<file path="config.mk">
export PLATFORM = sky130hd
export DESIGN_NAME = prog_stim_gen
export DESIGN_NICKNAME = d
export VERILOG_FILES = /design/src/rtl/prog_stim_gen.sv
export SDC_FILE = /design/constraint.sdc
export NUM_CORES = 1
export LEC_CHECK = 0
export CORE_MARGIN = 5
export CORE_UTILIZATION = 55
export CTS_BUF_LIST = sky130_fd_sc_hd__clkbuf_4
export DETAILED_ROUTE_END_ITERATION = 6
export PLACE_DENSITY = 0.72
export REMOVE_ABC_BUFFERS = 1
export SLEW_MARGIN = 0
export SYNTH_ARGS = -nofsm -noshare
export SYNTH_HDL_FRONTEND = slang
export SYNTH_SLANG_ARGS = --single-unit
</file>
<file path="constraint.sdc">
create_clock -name clock -period 31.7 [get_ports clock]
set_clock_uncertainty 0.05 [all_clocks]
set_input_delay 6.34 -clock clock [delete_from_list [all_inputs] [get_ports clock]]
set_output_delay 6.34 -clock clock [all_outputs]
set_load 0.03 [all_outputs]
</file>
<file path="src/rtl/prog_stim_gen.sv">
// rtl/prog_stim_gen.sv - multi-channel programmable clock / one-shot stimulus generator
module prog_stim_gen #(
  parameter int NUM_CH = 4,
  parameter int CNT_W = 16,
  parameter int RUN_W = 32,
  localparam int CH_W = (NUM_CH > 1) ? $clog2(NUM_CH) : 1
) (
  input  logic              clock,
  input  logic              reset,
  input  logic              cfg_we,
  input  logic [CH_W-1:0]   cfg_ch,
  input  logic              cfg_mode,
  input  logic              cfg_init,
  input  logic [CNT_W-1:0]  cfg_delay,
  input  logic [CNT_W-1:0]  cfg_half,
  input  logic [RUN_W-1:0]  run_limit,
  input  logic              start,
  input  logic              abort,
  output logic [NUM_CH-1:0] ch_out,
  output logic              busy,
  output logic              done,
  output logic [RUN_W-1:0]  tick_count
);

  typedef enum logic [1:0] {S_IDLE, S_RUN, S_DONE} state_t;

  localparam logic [CH_W:0] NUM_CH_V = (CH_W + 1)'(NUM_CH);

  state_t state, state_nx;
  logic   run_go;
  logic   cfg_hit;

  logic [NUM_CH-1:0] cfg_mode_r;
  logic [NUM_CH-1:0] cfg_init_r;
  logic [CNT_W-1:0]  cfg_delay_r [NUM_CH];
  logic [CNT_W-1:0]  cfg_half_r  [NUM_CH];

  logic [CNT_W-1:0]  dly_cnt  [NUM_CH];
  logic [CNT_W-1:0]  half_cnt [NUM_CH];
  logic [NUM_CH-1:0] fired;

  always_ff @(posedge clock or posedge reset) begin
    if (reset) state <= S_IDLE;
    else       state <= state_nx;
  end

  always_comb begin
    state_nx = state;
    busy     = 1'b0;
    done     = 1'b0;
    case (state)
      S_IDLE: if (start) state_nx = S_RUN;
      S_RUN: begin
        busy = 1'b1;
        if (run_limit != '0 && tick_count == run_limit - RUN_W'(1)) state_nx = S_DONE;
      end
      S_DONE: begin
        done = 1'b1;
        if (start) state_nx = S_RUN;
      end
      default: state_nx = S_IDLE;
    endcase
    if (abort) state_nx = S_IDLE;
    run_go = start && !abort && (state != S_RUN);
  end

  // Widened compare so out-of-range channel indices are rejected for any NUM_CH.
  assign cfg_hit = cfg_we && (state == S_IDLE) && ({1'b0, cfg_ch} < NUM_CH_V);

  always_ff @(posedge clock or posedge reset) begin
    if (reset) begin
      cfg_mode_r <= '0;
      cfg_init_r <= '0;
      for (int i = 0; i < NUM_CH; i++) begin
        cfg_delay_r[i] <= '0;
        cfg_half_r[i]  <= '0;
      end
    end else if (cfg_hit) begin
      cfg_mode_r[cfg_ch]  <= cfg_mode;
      cfg_init_r[cfg_ch]  <= cfg_init;
      cfg_delay_r[cfg_ch] <= cfg_delay;
      cfg_half_r[cfg_ch]  <= cfg_half;
    end
  end

  always_ff @(posedge clock or posedge reset) begin
    if (reset) begin
      ch_out     <= '0;
      tick_count <= '0;
      fired      <= '0;
      for (int i = 0; i < NUM_CH; i++) begin
        dly_cnt[i]  <= '0;
        half_cnt[i] <= '0;
      end
    end else if (run_go) begin
      ch_out     <= cfg_init_r;
      tick_count <= '0;
      fired      <= '0;
      for (int i = 0; i < NUM_CH; i++) begin
        dly_cnt[i]  <= cfg_delay_r[i];
        half_cnt[i] <= '0;
      end
    end else if (state_nx == S_IDLE) begin
      ch_out     <= cfg_init_r;
      tick_count <= '0;
    end else if (state == S_RUN) begin
      // The final RUN cycle still applies its channel edges; only the count freezes.
      if (state_nx == S_RUN) tick_count <= tick_count + RUN_W'(1);
      for (int i = 0; i < NUM_CH; i++) begin
        if (!fired[i]) begin
          if (dly_cnt[i] == '0) begin
            fired[i]    <= 1'b1;
            half_cnt[i] <= cfg_half_r[i] - CNT_W'(1);
            if (cfg_mode_r[i])               ch_out[i] <= ~cfg_init_r[i];
            else if (cfg_half_r[i] != '0)    ch_out[i] <= ~ch_out[i];
          end else begin
            dly_cnt[i] <= dly_cnt[i] - CNT_W'(1);
          end
        end else if (!cfg_mode_r[i] && cfg_half_r[i] != '0) begin
          // half_cnt holds H-1 after a toggle so the next edge lands H cycles later.
          if (half_cnt[i] == '0) begin
            ch_out[i]   <= ~ch_out[i];
            half_cnt[i] <= cfg_half_r[i] - CNT_W'(1);
          end else begin
            half_cnt[i] <= half_cnt[i] - CNT_W'(1);
          end
        end
      end
    end
  end

endmodule

</file>
==> summary.txt <==
Power
  – Reg power frac: 0.476
  – Internal power: between 800 and 900 uW
  – Peak VDD IR: 0.0473 mV
  – Switching pwr: 449 uW
  – Clock group share of total power: 0.261
  – Tot Pwr: between 1 and 1.5 mW
  – Logic pwr share: 0.263
  – Switch share: 0.352
  – Lkg Pwr: 7.90 nW
  – Cell Pwr Density: approximately 64 nW/um^2

Logic synthesis
  – FF+latch count, synth: 306
  – Netlist cell types: 80
  – Avg Inst Size Synth: 9.25 um^2
  – Register area share after synthesis: 0.437
  – Area of the mapped netlist: 17500 um^2
  – Synthesis warning total: 0
  – Post-synth EDFFs: 0
  – Mapped Cells: 1896
  – Share of flip-flops with an asynchronous set or reset: 1.00
  – Ys flop type: dfrtp_1

Clock tree
  – Root buffer cell: clkbuf_4
  – Post-CTS Setup Bufs: 0
  – # clock sinks: 306
  – TritonCTS clock tree: done
  – CTS Buffer Depth: 3
  – Resized Gates After CTS: 0
  – Post-CTS Hold Fix Bufs: 0
  – Htree depth: 3
  – Clock Pin Slew Worst Setup and Hold Paths: about 0.060 ns
  – Total CTS buffers: 84
  – Clock latency on the worst-skew pair: 0.75 ns

Route
  – Vias post-DR: 15400
  – ANT nets after route: 0
  – Via density: 6.23
  – DRT Pass-1 Iters: 5
  – DRC: 0
  – Routed wire length: 49100 um
  – DR iter-0 viols: 1089
  – DR WL/cell: 19.9 um

STA
  – Slew headroom: 0.270
  – Upper clock frequency limit: 102 MHz
  – Hold Vio Cnt, Final: 0
  – Number of setup violations in the final report: 0
  – Fin Setup TNS: 0 ns
  – Hold slack: between 0.3 and 0.4 ns
  – RSZ-0062 raised after global routing: false
  – Slew @ Worst Pin: 1.10 ns
  – Min Tclk post-route: 9.77 ns
  – Setup ws final: 21.93 ns
  – Part of the cycle the worst path needs: 0.308
  – Final slew viol count: 0

Layout
  – Final #Nets: around 2100
  – Filler Cell Count: 2695
  – Area Growth Syn to Fin: 13.5%
  – Commonest cells after routing, fill and taps aside: dfrtp_1 (306), o21ai_0 (172), nand2_1 (160)
  – Layout cells sized above 1: 0.150
  – Post-route cell area: 19900 um^2
  – Most common cell after layout, fill and taps aside: dfrtp_1

Setup path
  – Crit end category: flop
  – Flop2flop setup slack: 28.07 ns
  – Stages on worst setup path: 10
  – CP delay by family, top: simple AND/OR/NAND/NOR gates
  – Critical path launch point: run_limit[4]
  – Worst Path Max Fanout: 54
  – Worst EP required: 32.22 ns
  – Worst R2R Start: dly_cnt[16]
  – Reg2reg path depth: 10
  – Worst path cell trace: clkdlybuf4s50_1, nor4_2, nand4_2, nor4_1, a21oi_1, nor4b_1, and4_1, buf_4, o311ai_0, o41ai_1
  – RR Endpoint: half_cnt[16]
  – Critical-path top delay cell: nor4_2
  – Critical Path AT: 10.29 ns
  – Kind of critical path: in -> reg
  – Worst Path Buf+Inv: 2
  – CP Capture Point: tick_count[4]
  – Crit path largest cell delay: 0.94 ns
  – Critical Path Start Type: primary input

Outcome
  – Outcome: complete, no violations

Placed design
  – Gpl congestion: approximately 0.94
  – Pre-CTS setup slack: ~21 ns
  – DP HPWL: ~34000 um
  – Port buffer count: 110
  – Post-DP Area: 19000 um^2

Floorplan
  – Die width: ~190 um
  – Row count: 65
  – Core area: ~32000 um^2
  – Starting density of the core: 0.556
  – Die H: 189 um
  – IO Pins: between 100 and 150
  – Die area: 35600 um^2

Global routing
  – Maximum number of pins on one net before global-route repair: 143
  – Vias in the first global route: 14600
  – Gr usage total: 0.274
  – Initial antenna violation count: 2
  – Grt ovf: 0
  – Global-route wire length before repair: 79100 um

Run
  – Max_cap viols: 0

Worst hold path
  – Hold Path Class: reg -> reg
==> cell usage after synthesis (21+ instances only) <==
master | number | area share
a21oi_1 | 119 | 0.034
clkbuf_1 | 68 | 0.015
dfrtp_1 | 306 | 0.44
inv_1 | 50 | 0.011
mux2_2 | 132 | 0.085
nand2_1 | 160 | 0.034
nand2b_1 | 21 | 0.0075
nand3_1 | 50 | 0.014
nand4_1 | 26 | 0.0093
nor2_1 | 153 | 0.033
nor3_1 | 80 | 0.023
nor4_1 | 38 | 0.014
o21ai_0 | 174 | 0.050
o22ai_1 | 22 | 0.0078
o31ai_1 | 21 | 0.0090
or3_1 | 46 | 0.016
or4_1 | 32 | 0.014
xnor2_1 | 63 | 0.031
xor2_1 | 57 | 0.028
==> cell type report <==
class	instances	area, um^2	share of cell area
Multi-Input combinational cell	1449	9340	0.469
Sequential cell	306	7660	0.385
Timing Repair Buffer	130	1260	0.0635
Clock buffer	117	878	0.0441
Tap cell	402	503	0.0253
Inverter	50	195	0.00980
Clock inverter	13	62.6	0.00314
Antenna cell	5	12.5	0.000628
==> worst min-delay path, cell delays in order (launching register included) <==
cell and delay (ns):
dfrtp_1 0.36, nand2_1 0.05, o21ai_0 0.07
==> power groups by stage <==
stage	registers (mW)	clock network (mW)	logic [mW]
global route	0.624	0.364	0.379
detailed placement	0.610	0	0.334
CTS	0.604	0.342	0.336
global placement	0.605	0	0.323
finish	0.606	0.332	0.335
floorplan	0.585	0	0.255
==> flip-flops by register name (all words and copies together), names as in the netlist <==
| register | count |
|---|---|
| cfg_mode_r | 4 |
| fired | 4 |
| tick_count | 32 |
| dly_cnt | 64 |
| cfg_half_r | 64 |
| ch_out | 4 |
| half_cnt | 64 |
| cfg_init_r | 4 |
| state | 2 |
| cfg_delay_r | 64 |
==> worst min path at each step <==
stage             endpoint  cells after the start            start  slack [ns]
4_1_cts        dly_cnt[10]                      2  cfg_delay_r[10]        0.39
3_3_place_gp   dly_cnt[49]                      2  cfg_delay_r[49]        0.40
3_5_place_dp   dly_cnt[49]                      2  cfg_delay_r[49]        0.40
6_report         ch_out[0]                      2    cfg_init_r[0]        0.40
5_1_grt          ch_out[0]                      2    cfg_init_r[0]        0.42
2_1_floorplan   dly_cnt[1]                      2   cfg_delay_r[1]        0.38
==> cells by family after synthesis <==
family / Yosys count / synth area share
and+or+nand+nor: 693 / 0.205
xor gates and xnor gates: 120 / 0.0599
adders and majority gates: 15 / 0.0107
AOI/OAI and AO/OA: 472 / 0.161
DFF: 306 / 0.437
buffers and inverters: 141 / 0.0325
muxes: 149 / 0.0945
==> per-layer routing <==
layer	vias up	wire length (um)	GRT usage
met2	564	22000	0.418
met5	-	0	0
met4	0	1520	0.0961
li1	7222	-	-
met1	7508	21800	0.390
met3	96	3740	0.0558
==> metrics by stage <==
| stage | util | std cells |
|---|---|---|
| 2_1_floorplan | - | 1805 |
| 3_3_place_gp | 0.601 | 2337 |
| 3_5_place_dp | 0.601 | 2337 |
| 4_1_cts | 0.630 | 2467 |
| 5_1_grt | 0.631 | 2468 |
| 6_report | 0.631 | 2472 |
Power figures use the tool's default switching activity.
